[src/rtl/shared_divider.sv]
// Two-client iterative restoring divider: round-robin arbitration in IDLE,
// then one quotient bit per clock, with a single-cycle shortcut for zero divisors.
module shared_divider #(
    parameter int WIDTH = 16,
    parameter int CNT_W = 5
) (
    input  logic             clk,
    input  logic             rst,
    input  logic             req0,
    input  logic [WIDTH-1:0] dividend0,
    input  logic [WIDTH-1:0] divisor0,
    input  logic             req1,
    input  logic [WIDTH-1:0] dividend1,
    input  logic [WIDTH-1:0] divisor1,
    output logic             busy,
    output logic             ready,
    output logic             select,
    output logic [WIDTH-1:0] quotient,
    output logic [WIDTH-1:0] remainder,
    output logic             div_by_zero,
    output logic [1:0]       o_dbg_state
);

    typedef enum logic [1:0] {
        S_IDLE = 2'd0,
        S_DIV  = 2'd1,
        S_DONE = 2'd2
    } state_t;

    state_t           r_state;
    logic             r_last_grant;
    logic [WIDTH-1:0] r_rem;
    logic [WIDTH-1:0] r_dvd;
    logic [WIDTH-1:0] r_dsr;
    logic [CNT_W-1:0] r_cnt;

    logic             w_any_req;
    logic             w_grant;
    logic [WIDTH-1:0] w_sel_dvd;
    logic [WIDTH-1:0] w_sel_dsr;
    logic [WIDTH:0]   w_shift;
    logic [WIDTH:0]   w_trial;
    logic             w_q_bit;
    logic [WIDTH-1:0] w_rem_next;
    logic [WIDTH-1:0] w_dvd_next;

    // On a tie the client that did not win last time gets the grant.
    always_comb begin
        w_any_req = req0 | req1;
        if (req0 && req1) begin
            w_grant = ~r_last_grant;
        end else begin
            w_grant = req1;
        end
        w_sel_dvd = w_grant ? dividend1 : dividend0;
        w_sel_dsr = w_grant ? divisor1 : divisor0;
    end

    // The partial remainder stays below the divisor, so the WIDTH+1 bit trial's
    // MSB is its sign; r_dvd shifts out dividend bits and shifts in quotient bits.
    always_comb begin
        w_shift    = {r_rem, r_dvd[WIDTH-1]};
        w_trial    = w_shift - {1'b0, r_dsr};
        w_q_bit    = ~w_trial[WIDTH];
        w_rem_next = w_q_bit ? w_trial[WIDTH-1:0] : w_shift[WIDTH-1:0];
        w_dvd_next = {r_dvd[WIDTH-2:0], w_q_bit};
    end

    assign o_dbg_state = r_state;

    always_ff @(posedge clk or posedge rst) begin
        if (rst) begin
            r_state      <= S_IDLE;
            r_last_grant <= 1'b1;
            r_rem        <= '0;
            r_dvd        <= '0;
            r_dsr        <= '0;
            r_cnt        <= '0;
            busy         <= 1'b0;
            ready        <= 1'b0;
            select       <= 1'b0;
            quotient     <= '0;
            remainder    <= '0;
            div_by_zero  <= 1'b0;
        end else begin
            ready <= 1'b0;
            case (r_state)
                S_IDLE: begin
                    if (w_any_req) begin
                        select       <= w_grant;
                        r_last_grant <= w_grant;
                        busy         <= 1'b1;
                        div_by_zero  <= 1'b0;
                        r_dvd        <= w_sel_dvd;
                        r_dsr        <= w_sel_dsr;
                        r_rem        <= '0;
                        r_cnt        <= CNT_W'(WIDTH);
                        r_state      <= (w_sel_dsr == '0) ? S_DONE : S_DIV;
                    end
                end
                S_DIV: begin
                    r_rem <= w_rem_next;
                    r_dvd <= w_dvd_next;
                    r_cnt <= r_cnt - CNT_W'(1);
                    if (r_cnt == CNT_W'(1)) begin
                        quotient  <= w_dvd_next;
                        remainder <= w_rem_next;
                        busy      <= 1'b0;
                        ready     <= 1'b1;
                        r_state   <= S_IDLE;
                    end
                end
                S_DONE: begin
                    quotient    <= '1;
                    remainder   <= r_dvd;
                    div_by_zero <= 1'b1;
                    busy        <= 1'b0;
                    ready       <= 1'b1;
                    r_state     <= S_IDLE;
                end
                default: begin
                    r_state <= S_IDLE;
                end
            endcase
        end
    end

endmodule
[config.mk]
export PLATFORM = sky130hd
export DESIGN_NAME = shared_divider
export DESIGN_NICKNAME = d
export VERILOG_FILES = /design/src/rtl/shared_divider.sv
export SDC_FILE = /design/constraint.sdc
export NUM_CORES = 1
export LEC_CHECK = 0
export CORE_ASPECT_RATIO = 2
export CORE_UTILIZATION = 52
export DETAILED_ROUTE_END_ITERATION = 12
export GPL_ROUTABILITY_DRIVEN = 0
export PLACE_DENSITY = 0.9
export REMOVE_ABC_BUFFERS = 1
export SYNTH_ARGS = -nofsm -noshare
export SYNTH_HDL_FRONTEND = slang
export SYNTH_SLANG_ARGS = --single-unit
[constraint.sdc]
create_clock -name clk -period 4.4 [get_ports clk]
set_clock_uncertainty 0.05 [all_clocks]
set_input_delay 0.88 -clock clk [delete_from_list [all_inputs] [get_ports clk]]
set_output_delay 0.88 -clock clk [all_outputs]
set_load 0.005 [all_outputs]
After elaboration in Yosys (flattened, before gate mapping)

Index checks and enable logic that the tools add are counted.

Bits in registers: 92

Add/subtract/negate cells: 2
Eq/ne operators: 5
Muxes and demuxes: 25
Bitwise gates (word level): 3
Reductions and logical operators: 13

Operator list:

| operator              | number |
|---|---|
| $pmux W16 S2          | 4 |
| $mux W16              | 7 |
| $sub A17 B16 Y17      | 1 |
| $logic_not A16 Y1     | 1 |
| $pmux W5 S2           | 1 |
| $reduce_and A2 Y1     | 5 |
| $mux W2               | 3 |
| $reduce_bool A2 Y1    | 3 |
| $eq A5 B1 Y1 const B  | 1 |
| $mux W1               | 5 |
| $mux W5               | 1 |
| $sub A5 B1 Y5 const B | 1 |
| $ne A2 B2 Y1 const B  | 2 |
| $pmux W1 S2           | 2 |
| $pmux W2 S2           | 1 |
| $pmux W1 S3           | 1 |
| $reduce_and A3 Y1     | 1 |
| $reduce_bool A3 Y1    | 1 |
| $eq A2 B1 Y1 const B  | 1 |
| $eq A2 B2 Y1 const B  | 1 |
| $logic_not A2 Y1      | 1 |
| $not A1 Y1            | 2 |
| $logic_and A1 B1 Y1   | 1 |
| $or A1 B1 Y1          | 1 |

Logic depth before layout (Yosys ltp)

Gate-level depths: netlist (run 1).

Word-level depth: 7
Mapped depth: 11
Gate-level depth less buffers: 10

Least setup slack after synthesis (run 1)

Ideal clock, no wire load.

Kind: register -> register
Start point: reg r_dvd[15]
End point: reg remainder[1]
Arrival: 2419 ps
Required time: 4276 ps
Path slack: 1857 ps
Stages on the path, launching flop included: 12
Buffers on the path: 1
Period minus slack after synthesis: 2543 ps
Cell sequence: dfrtp_1 > inv_1 > ha_1 > fa_1 > nand2b_1 > a21oi_1 > o21ai_1 > o211ai_1 > xor2_1 > buf_6 > mux2_4 > o21ai_2

Cells in the longest elaborated chain, start to end: 4

RTL lines:

| item                   | line | source |
|---|---|---|
| from (decl)            | 33   | `logic [WIDTH-1:0] r_dvd;` |
| from (signal assigned) | 94   | `r_dvd <= w_sel_dvd;` |
| from (signal assigned) | 103  | `r_dvd <= w_dvd_next;` |
| $sub A17 B16 Y17       | 63   | `w_trial = w_shift - {1'b0, r_dsr};` |
| $mux W16               | 65   | `w_rem_next = w_q_bit ? w_trial[WIDTH-1:0] : w_shift[WIDTH-1:0];` |
| $mux W16               | 105  | `if (r_cnt == CNT_W'(1)) begin` |
| $pmux W16 S2           | 87   | `case (r_state)` |
| to (signal assigned)   | 107  | `remainder <= w_rem_next;` |
| to (signal assigned)   | 115  | `remainder <= r_dvd;` |
| to (decl)              | 19   | `output logic [WIDTH-1:0] remainder,` |

Every way passes these cells. The select of a mux whose other input is x is not followed.
A chain may end at the register's enable or synchronous reset.

Worst setup path in the final report (run 1)

Start point: reg r_dvd[15]
End point: reg remainder[12]

Same word-level chain as after synthesis.

==> out/results.txt, run 1 <==
Post-CTS Hold Buffers = 0
Antenna viol nets, final = 0
First-pass GRT wire length = 24030 µm
# resized after CTS = 0
Hold path cells = 2
Sequential area share after synthesis = 0.4355
Setup-failing EPs final = 0
Yosys warnings = 0
Post-synth EDFFs = 0
Met1 Use GR = 0.3253
Critical Path RT = 4.56 ns
Number of global-route vias before repair = 5079
Vias per cell = 6.104
Top Family by Delay on Critical Path = compound AO/OA/AOI/OAI gates
Initial antenna violation count = 0
Setup tns final = 0 ns
DRT Wirelength = 15130 µm
Most Frequent Cell on Critical Path = a21oi_1
Final Hold Viols = 0
Buf/Inv on CP = 2
Die ar. = 0.01060 mm²
CP Max Fanout = 18
Busiest layer in global routing = met2
CP endpoint kind = flop
Core area = 0.009827 mm²
Slew margin rel. = 0.04899
Period Utilization, post-route = 0.7106
Leak pwr = 2.956 nW
Die X = 73.31 µm
Pwr Total = 4.993 mW
Ports = 106
Count of unique library cells instantiated by Yosys = 53
Drt pass-1 iters = 7
TritonCTS Sinks = 92
Peak supply drop = 0.4882 mV
Clock Latency Late Sink = 0.36 ns
Max Slew Vio Count = 0
Largest net degree at the start of global routing = 54
Crit-path max cell delay = 0.41 ns
Final antenna diode count = 0
Placed inst area = 0.006456 mm²
Syn avg cell area = 8.859 µm²
Startpoint class of the critical path = flop
Initial core utilization = 0.5382
Yosys reg bits = 92
Synthesized cell area = 0.005289 mm²
Post-route design area = 0.006735 mm²
Critical path's slowest cell = fa_1
Clk slew on worst S/H paths = 0.07 ns
Layout cells sized above 1 = 0.04906
Reg-to-Reg Start = r_dvd[15]
Num rows = 51
Post-CTS setup buffers = 0
Vias post-DR = 5036
Number of fillers in the final layout = 785
PortBufs = 105
Avg WL per Cell = 18.34 µm
WHS = 0.4215 ns
Pwr Density = 741.3 mW/mm²
Unrepaired setup endpoints after global routing = no
CTS Root Cell = clkbuf_16
Ys flop type = dfrtp_1
Max Cap Viol = 0
Iteration-0 DRC Markers = 347
Dpl ws = 1.257 ns
Total congestion overflow = 0
Worst hold path class = reg2reg
Placed Cells incl. Taps = 809
Mapped Cells = 597
Die height = 144.6 µm
Layout Utilization = 0.6854
Reg2reg setup slack = 1.27 ns
Detailed placer's ending HPWL = 10940 µm
Final non-filler cell total = 825
HP Start = quotient[13]
H-tree depth = 3
CTS Buffer Depth = 2
CTS tree = yes
Minimum clock period = 3.127 ns
Nets = 779
Routing usage on met2 = 0.5361
Area Growth Syn to Fin = 27.35%
Synth async-reset ratio = 1.000
Hold Path End = quotient[13]
M3 GR Usage = 0.05645
Run status = completed
Crit-path cells = inv_1, ha_1, fa_1, nand2b_1, a21oi_1, o21ai_1, o211ai_1, xor2_2, buf_4, mux2i_1, a21oi_1
TritonCTS Buffers = 9
Crit Path Class = reg2reg
Setup WS post-layout = 1.273 ns
FF-to-FF End = remainder[12]
R2R depth = 11
Fmax achieved = 319.8 MHz
Critical path arrival = 3.29 ns
Least-Margin Pin Slew = 1.427 ns
Gr usage total = 0.3041
# DRC = 0
[report_power, final]
part           internal (mW)  leakage, nW  total, mW  switching (mW)
Clock                  0.401        0.140      0.742           0.341
Sequential              1.21         1.18       1.51           0.299
Combinational           1.18         1.63       2.74            1.56
[how the worst max path moves through the flow]
| stage | start | endpoint | slack, ns | cells after the start |
|---|---|---|---|---|
| after floorplan | req1 | o_dbg_state[1] | -0.91 | 3 |
| after global placement | req1 | o_dbg_state[1] | 1.32 | 5 |
| after detailed placement | req1 | o_dbg_state[0] | 1.26 | 5 |
| after CTS | r_dvd[15] | remainder[12] | 1.31 | 11 |
| after global routing | r_dvd[15] | r_rem[12] | 1.01 | 11 |
| final | r_dvd[15] | remainder[12] | 1.27 | 11 |
[worst reg2reg max path, delay by kind of cell, from the launching register on]
family                   cells  cell delay (ns)
AO/OA/AOI/OAI                4             0.74
XOR/XNOR                     1             0.21
adder cells (fa/ha/maj)      2             0.65
buffers and inverters        2             0.43
flip-flops                   1             0.36
multiplexers                 1             0.37
AND/OR/NAND/NOR              1             0.19
[synthesized netlist by cell type (2+ instances only)]
master | number | area share
a21boi_0 | 2 | 0.0028
a21o_1 | 4 | 0.0057
a21oi_1 | 52 | 0.049
a22o_1 | 2 | 0.0033
a31oi_1 | 4 | 0.0047
and2_1 | 3 | 0.0035
and3_1 | 2 | 0.0024
buf_1 | 2 | 0.0014
buf_2 | 4 | 0.0038
buf_4 | 2 | 0.0028
clkbuf_1 | 23 | 0.016
dfrtp_1 | 91 | 0.43
ha_1 | 22 | 0.052
inv_1 | 27 | 0.019
mux2_4 | 2 | 0.0057
mux2i_1 | 47 | 0.089
nand2_1 | 91 | 0.065
nand2b_1 | 5 | 0.0059
nand3_1 | 4 | 0.0038
nand4_1 | 3 | 0.0035
nor2_1 | 31 | 0.022
nor2b_1 | 3 | 0.0035
nor3_1 | 4 | 0.0038
nor4_1 | 13 | 0.015
o2111ai_1 | 2 | 0.0033
o211ai_1 | 3 | 0.0043
o21a_1 | 3 | 0.0043
o21ai_0 | 80 | 0.076
o21ai_1 | 14 | 0.013
o221ai_1 | 2 | 0.0033
or3_1 | 15 | 0.018
xnor2_1 | 11 | 0.018
xor2_1 | 4 | 0.0066
[per-layer routing]
metal	vias to the layer above	share of wire
met2	214	0.55
met4	0	0.060
met5	-	0
met1	2454	0.35
met3	84	0.047
li1	2284	-
[state kept, by name (all words and copies together), names as in the netlist]
name and cells:
busy 1, div_by_zero 1, o_dbg_state 2, quotient 16, r_cnt 5, r_dsr 16, r_dvd 16, r_last_grant 1
r_rem 16, ready 1, remainder 16, select 1
[cell type report]
| cell class | instances | area (µm²) | share of cell area |
|---|---|---|---|
| repair buffers | 112 | 1104 | 0.1638 |
| clock buffers | 11 | 242.7 | 0.03604 |
| inverters | 27 | 102.6 | 0.01523 |
| well taps | 132 | 165.2 | 0.02452 |
| flip-flops and latches | 92 | 2303 | 0.3420 |
| multi-input cells | 446 | 2781 | 0.4130 |
| clock inverters | 5 | 36.28 | 0.005387 |
[cells in the final DEF, fill, tap and decap left out, types with 3 or more instances in the layout]
cell / count
nand3_1: 4
dfrtp_1: 91
o21ai_1: 13
nand4_1: 3
a21o_1: 4
a31oi_1: 4
o21ai_0: 79
ha_1: 22
clkinv_2: 3
nor2b_1: 3
xor2_1: 3
xnor2_1: 11
nor2_1: 31
mux2i_1: 47
a21oi_1: 51
nor3_1: 4
clkbuf_16: 9
clkdlybuf4s50_1: 105
nor4_1: 13
o21a_1: 3
o211ai_1: 3
or3_1: 15
and2_1: 3
inv_1: 26
nand2b_1: 5
buf_4: 7
nand2_1: 91
[logic make-up (layout without fill, tap and decap cells)]
kind of cell,Yosys count,count (layout),synth area share
multiplexers,49,49,0.09463
AO/OA/AOI/OAI,181,181,0.1914
buffers and inverters,59,155,0.04566
AND/OR/NAND/NOR,178,178,0.1521
XOR/XNOR,15,15,0.02484
flip-flops,92,92,0.4355
adder cells (fa/ha/maj),23,23,0.05583
Power figures use the tool's default switching activity.
==> run 2, diff against run 1 <==
Settings changed: CORE_UTILIZATION 52 to 47, PLACE_DENSITY 0.9 to 0.86.
Clock period 4.4 ns to 2.6 ns, I/O delays scaled along.
==> run 2 against run 1 <==
The flow now finishes with violations (setup timing); sequential cell count unchanged; critical path depth down 3; sequential share of layout area fell by 3.7 points; sequential power up 76%; worst setup slack worse by 1.3 ns; wire length up 26%; clock power is 85% higher; die area up 10%; clock-buffer cell count stayed put; largest power group unchanged.
==> out/results.txt, run 2 (synthesis gave the netlist of run 1 again) <==
Clk slew on worst S/H paths = 0.07 ns (about the same)
Gr usage total = 0.2994 (-0.004644)
DRT Wirelength = 19090 µm (+26%)
Max Cap Viol = 0 (unchanged)
Post-CTS Hold Buffers = 0 (unchanged)
Failing checks = setup timing
Critical Path RT = 2.83 ns (-1.73 ns)
# DRC = 0 (unchanged)
Reg-to-Reg Start = r_rem[1]
Vias post-DR = 5527 (+9.7%)
First-pass GRT wire length = 27180 µm (+13%)
Placed inst area = 0.006659 mm² (+3.1%)
Slew margin rel. = 0.4957 (+0.4467)
PortBufs = 105 (unchanged)
Largest net degree at the start of global routing = 49 (-9.3%)
Placed Cells incl. Taps = 831 (+2.7%)
Die height = 152.0 µm (+5.1%)
Initial antenna violation count = 0 (unchanged)
Ports = 106 (unchanged)
Period Utilization, post-route = 1.023 (+0.3124)
Area Growth Syn to Fin = 43.15%
Antenna viol nets, final = 0 (unchanged)
Peak supply drop = 0.8538 mV (+75%)
Final Hold Viols = 0 (unchanged)
H-tree depth = 3 (unchanged)
WHS = 0.4162 ns (-0.005351 ns)
Least-Margin Pin Slew = 0.7548 ns (-0.6717 ns)
TritonCTS Buffers = 9 (unchanged)
Final non-filler cell total = 869 (+5.3%)
Commonest cells after routing, fill and taps aside = clkdlybuf4s50_1, nand2_1, dfrtp_1
Crit Path Class = reg2reg
TritonCTS Sinks = 92 (unchanged)
Layout Utilization = 0.6917 (+0.006318)
Pwr Density = 1472 mW/mm² (+99%)
Number of global-route vias before repair = 5430 (+6.9%)
Initial core utilization = 0.4832 (-0.05500)
Cell internal pwr = 6.189 mW (+120%)
Worst hold path class = reg2reg
Pwr Total = 11.15 mW (+120%)
Post-route design area = 0.007571 mm² (+12%)
Detailed placer's ending HPWL = 11600 µm (+6.0%)
Nets = 817 (+4.9%)
CTS Root Cell = clkbuf_16
Sw power = 4.959 mW (+130%)
Fmax achieved = 376.0 MHz (+18%)
Leak pwr = 3.219 nW (+8.9%)
Avg WL per Cell = 21.97 µm (+20%)
CTS tree = yes
Vias per cell = 6.360 (+4.2%)
Num rows = 54 (+5.9%)
HP Start = quotient[1]
Startpoint class of the critical path = flop
Share of total power in the clock network = 0.122 (-0.027)
Logic pwr share = 0.639 (+0.089)
Die X = 77.01 µm (+5.0%)
Layout cells sized above 1 = 0.1632 (+0.1142)
Sequential power share = 0.239 (-0.063)
Max Slew Vio Count = 0 (unchanged)
Setup-failing EPs final = 10 (+10)
CTS Buffer Depth = 2 (unchanged)
Crit path from = r_rem[1]
Unrepaired setup endpoints after global routing = yes
Run status = finished, violations left
Critical path arrival = 2.89 ns (-0.40 ns)
CP Max Fanout = 4 (-14)
Number of fillers in the final layout = 746 (-5.0%)
Core area = 0.01095 mm² (+11%)
CP endpoint kind = flop
Clock Latency Late Sink = 0.36 ns (about the same)
Drt pass-1 iters = 8 (+1)
Minimum clock period = 2.660 ns (-0.4668 ns)
Iteration-0 DRC Markers = 591 (+70%)
Commonest non-fill, non-tap cell in the layout = clkdlybuf4s50_1
Setup WS post-layout = -0.05970 ns (-1.333 ns)
Final antenna diode count = 0 (unchanged)
Sw Ratio = 0.4449 (+0.003640)
Total congestion overflow = 0 (unchanged)
Die ar. = 0.01171 mm² (+10%)
run 2: metal layers:
metal / global-route usage / up-vias / routed length (µm)
met5: 0 / - / 0
met4: 0.2255 / 0 / 1814
met3: 0.04084 / 163 / 1482
met2: 0.5425 / 383 / 9995
met1: 0.3034 / 2614 / 5798
li1: - / 2367 / -
run 2: layout make-up:
| cell class | count | area, µm² | area share |
|---|---|---|---|
| multi-input cells | 446 | 3147 | 0.4156 |
| clock buffers | 11 | 252.7 | 0.03338 |
| clock inverters | 3 | 47.55 | 0.006280 |
| inverters | 27 | 102.6 | 0.01355 |
| well taps | 140 | 175.2 | 0.02314 |
| flip-flops and latches | 92 | 2311 | 0.3052 |
| repair buffers | 150 | 1535 | 0.2028 |
run 2: final timing paths:
path                                 end  cells after the start  slack [ns]
min in group asynchronous    quotient[4]                      2        0.45
min reg2reg                  quotient[1]                      2        0.42
max reg2reg                remainder[13]                      8       -0.06
max in group asynchronous   r_last_grant                      3        1.44
max                        remainder[13]                      8       -0.06
min                          quotient[1]                      2        0.42
run 2: stage by stage:
stage,setup slack (ns),setup TNS (ns)
after floorplan,-2.353,-147.03
after global placement,0.04961,0
after detailed placement,-0.07784,-0.7001
after CTS,0.00002687,0
after global routing,-0.2601,-5.919
final,-0.05970,-0.2826
run 2: power by group through the flow:
stage,registers (mW),logic (mW),clock network (mW)
CTS,2.53,5.31,1.34
detailed placement,2.55,4.85,0
floorplan,2.40,3.12,0
finish,2.66,7.12,1.37
global route,2.72,7.57,1.42
global placement,2.52,4.57,0
run 2: worst max-delay path: stages, from the launching register on:
cell	delay (ns)
dfrtp_1	0.47
ha_1	0.43
o211a_1	0.23
o31ai_4	0.09
a211oi_2	0.38
nor4_1	0.12
a311oi_1	0.47
mux2i_4	0.14
a21oi_1	0.19
run 2: repair_timing:
| item | in CTS | in global routing |
|---|---|---|
| endpoints found under the setup margin | 32 | 34 |
| pin swaps | 7 | 15 |
| hold endpoints to repair | 0 | 0 |
| buffers inserted | 6 | 15 |
| cloned | 1 | 2 |
| gates resized for setup | 11 | 60 |
